==> config.mk <==
export PLATFORM = sky130hd
export DESIGN_NAME = alu_op_sequencer
export DESIGN_NICKNAME = d
export VERILOG_FILES = /design/src/rtl/alu_pkg.sv /design/src/rtl/alu_cmd_fifo.sv /design/src/rtl/alu_op_sequencer.sv
export SDC_FILE = /design/constraint.sdc
export NUM_CORES = 1
export LEC_CHECK = 0
export ABC_AREA = 1
export ABC_CLOCK_PERIOD_IN_PS = 2000
export CORE_MARGIN = 10
export CORE_UTILIZATION = 47
export CTS_BUF_LIST = sky130_fd_sc_hd__clkbuf_8
export CTS_CLUSTER_DIAMETER = 120
export DETAILED_ROUTE_END_ITERATION = 6
export GPL_TIMING_DRIVEN = 0
export PLACE_DENSITY = 0.84
export SETUP_SLACK_MARGIN = 0.05
export SYNTH_ARGS = -nofsm -noshare
export SYNTH_HDL_FRONTEND = slang
export SYNTH_SLANG_ARGS = --single-unit
==> constraint.sdc <==
create_clock -name CLK -period 2 [get_ports CLK]
set_clock_uncertainty 0.2 [all_clocks]
set_input_delay 0.2 -clock CLK [delete_from_list [all_inputs] [get_ports CLK]]
set_output_delay 0.2 -clock CLK [all_outputs]
set_load 0.005 [all_outputs]
==> src/rtl/alu_pkg.sv <==
// Shared definitions for the ALU operation sequencer: FSM state encoding and ALU function codes.
package alu_pkg;

  typedef enum logic [1:0] {
    IDLE    = 2'd0,
    ISSUE   = 2'd1,
    CAPTURE = 2'd2,
    RESP    = 2'd3
  } seq_state_t;

  typedef enum logic [1:0] {
    ADD = 2'd0,
    SUB = 2'd1,
    MUL = 2'd2,
    DIV = 2'd3
  } alu_fun_t;

  localparam int FUN_BITS = 2;

endpackage

==> src/rtl/alu_cmd_fifo.sv <==
// Circular command FIFO for the ALU sequencer; entries are {fun, a, b} and the pointers
// wrap naturally because DEPTH is a power of two.
module alu_cmd_fifo
  import alu_pkg::*;
#(
  parameter int WIDTH = 16,
  parameter int DEPTH = 4
) (
  input  logic                        clk,
  input  logic                        rst_n,
  input  logic                        push,
  input  logic [2*WIDTH+FUN_BITS-1:0] push_data,
  input  logic                        pop,
  output logic [2*WIDTH+FUN_BITS-1:0] pop_data,
  output logic                        full,
  output logic                        empty
);

  localparam int ENTRY_W = 2*WIDTH + FUN_BITS;
  localparam int PTR_W   = (DEPTH > 1) ? $clog2(DEPTH) : 1;

  logic [ENTRY_W-1:0] mem_q [DEPTH];
  logic [ENTRY_W-1:0] mem_d [DEPTH];
  logic [PTR_W-1:0]   wr_ptr_q, wr_ptr_d;
  logic [PTR_W-1:0]   rd_ptr_q, rd_ptr_d;
  logic [PTR_W:0]     count_q, count_d;
  logic               do_push, do_pop;

  assign full     = (count_q == (PTR_W+1)'(DEPTH));
  assign empty    = (count_q == '0);
  assign pop_data = mem_q[rd_ptr_q];
  assign do_pop   = pop && !empty;
  // A full FIFO still takes a push when the head leaves on the same edge.
  assign do_push  = push && (!full || do_pop);

  always_comb begin
    mem_d    = mem_q;
    wr_ptr_d = wr_ptr_q;
    rd_ptr_d = rd_ptr_q;
    count_d  = count_q;
    if (do_push) begin
      mem_d[wr_ptr_q] = push_data;
      wr_ptr_d        = wr_ptr_q + PTR_W'(1);
    end
    if (do_pop) begin
      rd_ptr_d = rd_ptr_q + PTR_W'(1);
    end
    if (do_push && !do_pop) begin
      count_d = count_q + (PTR_W+1)'(1);
    end else if (do_pop && !do_push) begin
      count_d = count_q - (PTR_W+1)'(1);
    end
  end

  always_ff @(posedge clk or negedge rst_n) begin
    if (!rst_n) begin
      mem_q    <= '{default: '0};
      wr_ptr_q <= '0;
      rd_ptr_q <= '0;
      count_q  <= '0;
    end else begin
      mem_q    <= mem_d;
      wr_ptr_q <= wr_ptr_d;
      rd_ptr_q <= rd_ptr_d;
      count_q  <= count_d;
    end
  end

endmodule

==> src/rtl/alu_op_sequencer.sv <==
// Queues ALU commands, issues them one at a time to an external arithmetic unit and returns each
// result on a ready/valid channel. Define ALU_SEQ_DIV0_CHECK_EN to answer divide-by-zero locally.
module alu_op_sequencer
  import alu_pkg::*;
#(
  parameter int WIDTH = 16,
  parameter int DEPTH = 4
) (
  input  logic                      CLK,
  input  logic                      RST,
  input  logic                      cmd_valid,
  output logic                      cmd_ready,
  input  logic signed [WIDTH-1:0]   cmd_A,
  input  logic signed [WIDTH-1:0]   cmd_B,
  input  logic [1:0]                cmd_FUN,
  output logic signed [WIDTH-1:0]   A,
  output logic signed [WIDTH-1:0]   B,
  output logic [1:0]                ALU_FUN,
  output logic                      Arith_Enable,
  input  logic signed [2*WIDTH-1:0] Arith_OUT,
  input  logic                      Carry_OUT,
  input  logic                      Arith_Flag,
  output logic                      rsp_valid,
  input  logic                      rsp_ready,
  output logic signed [2*WIDTH-1:0] rsp_data,
  output logic                      rsp_carry,
  output logic                      rsp_err
);

  localparam int ENTRY_W = 2*WIDTH + FUN_BITS;

  seq_state_t         state_q, state_d;
  logic [ENTRY_W-1:0] op_q, op_d;
  logic [2*WIDTH-1:0] rsp_data_q, rsp_data_d;
  logic               rsp_carry_q, rsp_carry_d;
  logic               fifo_full, fifo_empty, fifo_pop;
  logic [ENTRY_W-1:0] head;
  logic               head_div0;
  logic               start_next;
  logic               unused_arith_flag;

  assign unused_arith_flag = Arith_Flag;
  assign cmd_ready         = !fifo_full;

  alu_cmd_fifo #(
    .WIDTH(WIDTH),
    .DEPTH(DEPTH)
  ) u_fifo (
    .clk      (CLK),
    .rst_n    (RST),
    .push     (cmd_valid && cmd_ready),
    .push_data({cmd_FUN, cmd_A, cmd_B}),
    .pop      (fifo_pop),
    .pop_data (head),
    .full     (fifo_full),
    .empty    (fifo_empty)
  );

`ifdef ALU_SEQ_DIV0_CHECK_EN
  logic rsp_err_q, rsp_err_d;
  assign head_div0 = (head[ENTRY_W-1 -: FUN_BITS] == DIV) && (head[WIDTH-1:0] == '0);
  assign rsp_err   = rsp_err_q;
`else
  assign head_div0 = 1'b0;
  assign rsp_err   = 1'b0;
`endif

  // The head is popped either from IDLE or when the current response is consumed.
  assign start_next = (state_q == IDLE) || ((state_q == RESP) && rsp_ready);

  always_comb begin
    state_d     = state_q;
    op_d        = op_q;
    rsp_data_d  = rsp_data_q;
    rsp_carry_d = rsp_carry_q;
    fifo_pop    = 1'b0;
`ifdef ALU_SEQ_DIV0_CHECK_EN
    rsp_err_d   = rsp_err_q;
`endif
    if (start_next) begin
      state_d = IDLE;
      if (!fifo_empty) begin
        fifo_pop = 1'b1;
        if (head_div0) begin
          state_d     = RESP;
          rsp_data_d  = '0;
          rsp_carry_d = 1'b0;
`ifdef ALU_SEQ_DIV0_CHECK_EN
          rsp_err_d   = 1'b1;
`endif
        end else begin
          state_d = ISSUE;
          op_d    = head;
        end
      end
    end
    case (state_q)
      ISSUE:   state_d = CAPTURE;
      CAPTURE: begin
        state_d     = RESP;
        rsp_data_d  = Arith_OUT;
        rsp_carry_d = Carry_OUT;
`ifdef ALU_SEQ_DIV0_CHECK_EN
        rsp_err_d   = 1'b0;
`endif
      end
      default: ;
    endcase
  end

  always_ff @(posedge CLK or negedge RST) begin
    if (!RST) begin
      state_q     <= IDLE;
      op_q        <= '0;
      rsp_data_q  <= '0;
      rsp_carry_q <= 1'b0;
    end else begin
      state_q     <= state_d;
      op_q        <= op_d;
      rsp_data_q  <= rsp_data_d;
      rsp_carry_q <= rsp_carry_d;
    end
  end

`ifdef ALU_SEQ_DIV0_CHECK_EN
  always_ff @(posedge CLK or negedge RST) begin
    if (!RST) begin
      rsp_err_q <= 1'b0;
    end else begin
      rsp_err_q <= rsp_err_d;
    end
  end
`endif

  // Operands come straight from the operand register so they hold outside ISSUE.
  assign A            = op_q[2*WIDTH-1:WIDTH];
  assign B            = op_q[WIDTH-1:0];
  assign ALU_FUN      = op_q[ENTRY_W-1 -: FUN_BITS];
  assign Arith_Enable = (state_q == ISSUE);
  assign rsp_valid    = (state_q == RESP);
  assign rsp_data     = rsp_data_q;
  assign rsp_carry    = rsp_carry_q;

endmodule
==> impl_metrics.csv, run 1 <==
group,metric,value,unit
setup_path,crit_type,"flip-flop to flip-flop",
setup_path,end_kind,"flip-flop",
timing,setup_slack,-96.8,ps
placed_design,pre_cts_ws,-234,ps
synthesis,synth_seq_cells,212,
power_and_ir_drop,power_leakage,7.27,nW
timing,tightest_slew,857,ps
floorplanning,rows,54,
synthesis,yosys_warnings,0,
timing,clock.fmax,477,MHz
routing,drc,0,
grt,grt_pass1_wl,50300,um
grt,antenna_found_initial,1,
setup_path,critPathLaunchType,"flip-flop",
final_layout,fill_cells,1870,
final_layout,final_util,0.610,
final_layout,drive_gt1_frac,0.119,
routing,postRouteAntennaNets,0,
timing,setup-tns-final,-215,ps
routing,drtIter0Drc,876,
final_layout,nets,1649,
timing,maxSlewViolCount,0,
setup_path,required,2240,ps
routing,drt-wirelength-per-cell,16.5,um
floorplanning,ios,143,
clock_network,root_buffer,"clkbuf_8",
outcome,violations,"negative setup slack",
grt,grt_start_max_net_pins,115,
timing,max_slew_margin,0.429,
timing,post-route-period-util,1.05,
synthesis,ys_seq_area_frac,0.509,
grt,grt_usage,0.214,
clock_network,cts.clk_slew.worst_paths,60,ps
synthesis,syn_avg_cell_area,7.69,um2
clock_network,clock_latency,550,ps
final_layout,area_delta_synth_final,27.7,%
timing,finalHoldViolCount,0,
final_layout,fin_cells,1872,
clock_network,cts_buffer_depth,3,
floorplanning,die_height,169,um
synthesis,netlist_area,10400,um2
grt,overflow,0,
hold_path,min_path_type,"input port to flip-flop",
routing,vias,9745,
clock_network,h-tree-depth,2,
clock_network,numCtsBuffers,38,
power_and_ir_drop,power_density,1690,nW/um2
clock_network,clkSinkCount,212,
floorplanning,dieArea,28500,um2
synthesis,yosysUniqueCellTypes,21,
floorplanning,die_w,169,um
placed_design,dp.cells,1776,
outcome,status,"finished, violations left",
floorplanning,core-area,21800,um2
routing,viasPerCell,5.21,
placed_design,portBuffers,139,
routing,drt_pass1_iterations,5,
timing,rsz0062_at_grt,"yes",
setup_path,critical_path_arrival,2340,ps
synthesis,synth_cells,1356,
clock_network,cts_tree,"done",
power_and_ir_drop,peakVddDrop,1000,uV
timing,hold_ws,13.4,ps
routing,routed_wl,30900,um
setup_path,path_max_fanout,4,
floorplanning,initial_core_util,0.478,
run,drv_cap,0,
synthesis,synth_fp_nets,1438,
grt,grt_pass1_vias,9785,
timing,setup_viol,4,
placed_design,gp_congestion,0.867,
timing,min_period,2100,ps
placed_design,place.detailed.hpwl,20300,um
-- critical path: stages (launching register included) --
cell and delay, ps:
dfrtp_2 430, inv_2 70, ha_4 150, inv_2 40, nand2_2 60, nand2_2 90
buf_8 110, ha_4 120, inv_2 40, fa_2 340, inv_1 70, nand2_1 60
nand3_2 70, xor2_1 160
-- cells in the mapped netlist --
library cell	instances	area share
clkbuf_1	5	0.0018
nand3_1	70	0.034
buf_2	57	0.027
clkinv_1	1	0.00036
fa_1	1	0.0019
buf_1	11	0.0040
inv_1	150	0.054
nand2_1	660	0.24
dfrtp_1	212	0.51
buf_4	6	0.0043
o21ai_0	2	0.00096
nand3_4	1	0.0017
conb_1	1	0.00036
ha_1	9	0.011
xor2_1	3	0.0025
nand3_2	5	0.0048
buf_6	17	0.018
xnor2_1	2	0.0017
nand2_2	1	0.00060
inv_2	4	0.0014
nand4_1	138	0.083
-- path summary, 6_finish.rpt --
path / slack, ps / cells after the start / startpoint / end
min in group asynchronous: 140 / 2 / RST / op_q[29]
hold reg to reg: 270 / 2 / rsp_data[4] / rsp_data[4]
hold / removal: 10 / 3 / Arith_OUT[4] / rsp_data[4]
setup reg to reg: -100 / 13 / state_q[1] / u_fifo.count_q[2]
max in group asynchronous: 460 / 3 / RST / state_q[0]
setup / recovery: -100 / 13 / state_q[1] / u_fifo.count_q[2]
-- final cells by class --
type                            instances  area (um2)  share of cell area
Tap cell                              280         350              0.0263
Antenna cell                            2        5.00            0.000376
Inverter                              155         584              0.0439
Buffer                                 96         611              0.0459
Clock inverter                         14        56.3             0.00423
Multi-Input combinational cell        893        4020               0.302
Sequential cell                       212        5310               0.399
Clock buffer                           49         674              0.0507
Timing Repair Buffer                  171        1700               0.128
-- report_power, final --
part	internal [mW]	leakage, nW	switching [mW]
Clock	2.17	0.423	1.81
Combinational	4.50	4.19	6.54
Sequential	6.33	2.65	1.08
-- sequential cells by signal, summed over array words and instances, names as in the netlist --
name	flops
u_fifo.count_q	3
rsp_carry	1
state_q	2
op_q	34
u_fifo.rd_ptr_q	2
u_fifo.mem_q	136
u_fifo.wr_ptr_q	2
rsp_data	32
-- layout by cell type, fill, tap and decap left out, drive strengths merged --
cell / count
nand2: 661
dfrtp: 212
inv: 165
nand4: 138
clkdlybuf4s50: 135
buf: 100
nand3: 76
clkbuf: 63
dlygate4sd3: 16
ha: 9
clkinv: 4
xor2: 3
diode: 2
xnor2: 2
o21ai: 2
fa: 1
conb: 1
clkdlybuf4s15: 1
dlygate4sd2: 1
-- metrics by stage --
step                      total power, mW  area (um2)
after floorplan                      13.9       10500
after global placement               17.4       12200
after detailed placement             17.9       12200
after CTS                            22.2       13200
after global routing                 24.3       13300
final                                22.4       13300
-- cells by family (layout without fill, tap and decap cells) --
kind of cell | Yosys count | after routing | synth area share
xor gates and xnor gates | 5 | 5 | 0.00420
other | 1 | 3 | 0.000360
AOI/OAI and AO/OA | 2 | 2 | 0.000960
and+or+nand+nor | 875 | 875 | 0.361
DFF | 212 | 212 | 0.509
adders and majority gates | 10 | 10 | 0.0127
buffers and inverters | 251 | 485 | 0.112
-- routing by layer --
layer  part of all wire  track usage
met2               0.48        0.352
met3               0.10       0.0618
met1               0.40        0.265
met4              0.022       0.0693
met5                  0            0
-- what timing repair did --
action,4_1_cts,5_1_grt
gates resized for setup,23,15
hold endpoints to repair,143,0
pin swaps,7,5
setup buffers,10,5
setup endpoints to repair,5,79
hold buffers,16,0
No activity file was read; power rests on OpenSTA's default activity.
==> inputs of run 2 (changes only) <==
- SETUP_SLACK_MARGIN: 0.05 -> unset
==> impl_metrics.csv, run 2 (same netlist as run 1, synthesis figures left out) <==
group,metric,value,unit
final_layout,largest_reg_flops,136,
floorplanning,ios,143,
final_layout,nets,1648,
final_layout,area_delta_synth_final,27.5,%
routing,drt-wirelength-per-cell,16.5,um
setup_path,required,2230,ps
run,drv_cap,0,
grt,overflow,0,
floorplanning,dieArea,28500,um2
hold_path,min_path_type,"input port to flip-flop",
timing,maxSlewViolCount,0,
floorplanning,die_height,169,um
routing,drt_pass1_iterations,6,
clock_network,cts_tree,"done",
routing,postRouteAntennaNets,0,
outcome,violations,"negative setup slack",
timing,max_slew_margin,0.418,
timing,tightest_slew,873,ps
setup_path,critPathLaunchType,"flip-flop",
outcome,status,"finished, violations left",
clock_network,cts_buffer_depth,3,
timing,post-route-period-util,1.05,
clock_network,h-tree-depth,2,
grt,grt_start_max_net_pins,115,
setup_path,crit_type,"flip-flop to flip-flop",
clock_network,clkSinkCount,212,
power_and_ir_drop,sw_frac_of_total,0.420,
placed_design,dp.cells,1776,
setup_path,critical_path_arrival,2330,ps
grt,grt_pass1_wl,50300,um
floorplanning,initial_core_util,0.478,
power_and_ir_drop,power_density,1680,nW/um2
routing,drtIter0Drc,844,
floorplanning,core-area,21800,um2
timing,finalHoldViolCount,0,
placed_design,dpl_cell_area,12200,um2
clock_network,clock_latency,540,ps
final_layout,fin_area,13300,um2
timing,min_period,2100,ps
placed_design,gp_congestion,0.867,
placed_design,place.detailed.hpwl,20300,um
power_and_ir_drop,clock_power_share,0.177,
floorplanning,rows,54,
placed_design,portBuffers,139,
floorplanning,die_w,169,um
power_and_ir_drop,p_seq_frac,0.331,
routing,vias,9733,
final_layout,fill_cells,1872,
timing,setup_viol,4,
final_layout,mostFrequentLayoutCells,"nand2_1, dfrtp_1, inv_1, nand4_1, clkdlybuf4s50_1",
timing,clock.fmax,476,MHz
power_and_ir_drop,combPwrFrac,0.492,
setup_path,path_max_fanout,4,
setup_path,end_kind,"flip-flop",
clock_network,root_buffer,"clkbuf_8",
timing,hold_ws,21.9,ps
routing,viasPerCell,5.20,
routing,routed_wl,30900,um
grt,grt_pass1_vias,9773,
final_layout,final_util,0.609,
routing,drc,0,
timing,setup_slack,-99.8,ps
final_layout,drive_gt1_frac,0.115,
clock_network,cts.clk_slew.worst_paths,60,ps
grt,antenna_found_initial,1,
grt,grt_usage,0.214,
final_layout,top_register,"u_fifo.mem_q",
timing,rsz0062_at_grt,"yes",
power_and_ir_drop,internal_power,13.0,mW
power_and_ir_drop,power_leakage,7.24,nW
power_and_ir_drop,peakVddDrop,997,uV
final_layout,fin_cells,1871,
clock_network,numCtsBuffers,38,
power_and_ir_drop,switchingPower,9.40,mW
final_layout,layout.cells.most_common,"nand2_1",
-- run 2: cell type report --
type / count / area (um2) / share of cell area
timing repair buffer: 170 / 1690 / 0.127
multi-input combinational: 893 / 4020 / 0.302
antenna: 2 / 5.00 / 0.000377
sequential: 212 / 5310 / 0.400
clock buffer: 49 / 674 / 0.0508
buffer: 96 / 602 / 0.0453
tap: 280 / 350 / 0.0264
inverter: 155 / 584 / 0.0440
clock inverter: 14 / 56.3 / 0.00424
-- run 2: worst paths after layout --
check                                   from                end  slack [ps]  cells past startpoint
worst max register to register    state_q[1]  u_fifo.count_q[2]        -100                     13
worst max-delay path              state_q[1]  u_fifo.count_q[2]        -100                     13
worst min-delay path            Arith_OUT[4]        rsp_data[4]          20                      3
max in group asynchronous                RST            op_q[8]         470                      3
worst min register to register   rsp_data[4]        rsp_data[4]         270                      2
min in group asynchronous                RST           op_q[29]         150                      2
-- run 2: timing repair --
| item | 4_1_cts | 5_1_grt |
|---|---|---|
| hold buffers | 15 | 0 |
| buffers inserted | 10 | 5 |
| setup endpoints to repair | 5 | 11 |
| hold endpoints to repair | 143 | 0 |
| pin swaps | 6 | 4 |
| gates resized for setup | 20 | 11 |
-- run 2: through the flow --
step           setup WS [ps]  total power [mW]  TNS (ps)
2_1_floorplan          -4.79              13.9     -9.43
3_3_place_gp           -8510              17.4  -1799730
3_5_place_dp            -234              17.9      -462
4_1_cts                -95.6              22.2      -159
5_1_grt                 -185              24.2      -484
6_report               -99.8              22.4      -217
-- run 2: power by group through the flow --
stage | clock [mW] | sequential [mW] | combinational (mW)
5_1_grt | 4.21 | 7.65 | 12.4
2_1_floorplan | 0 | 7.29 | 6.60
4_1_cts | 4.01 | 7.39 | 10.8
3_3_place_gp | 0 | 7.35 | 10.1
6_report | 3.97 | 7.41 | 11.0
3_5_place_dp | 0 | 7.43 | 10.4
-- run 2: critical path, cell delays in order, from the launching register on --
cell	delay, ps
dfrtp_2	430
inv_2	70
ha_4	150
inv_2	40
nand2_2	60
nand2_2	90
buf_8	110
ha_4	120
inv_2	40
fa_2	340
inv_1	60
nand2_1	60
nand3_2	70
xor2_1	160
-- run 2: metal layers --
metal | GRT usage | up-vias | share of wire | wire length, um
li1 | - | 4644 | - | -
met1 | 0.265 | 4582 | 0.40 | 12200
met2 | 0.352 | 431 | 0.48 | 14800
met3 | 0.0618 | 76 | 0.10 | 3170
met4 | 0.0693 | 0 | 0.024 | 733
met5 | 0 | - | 0 | 0
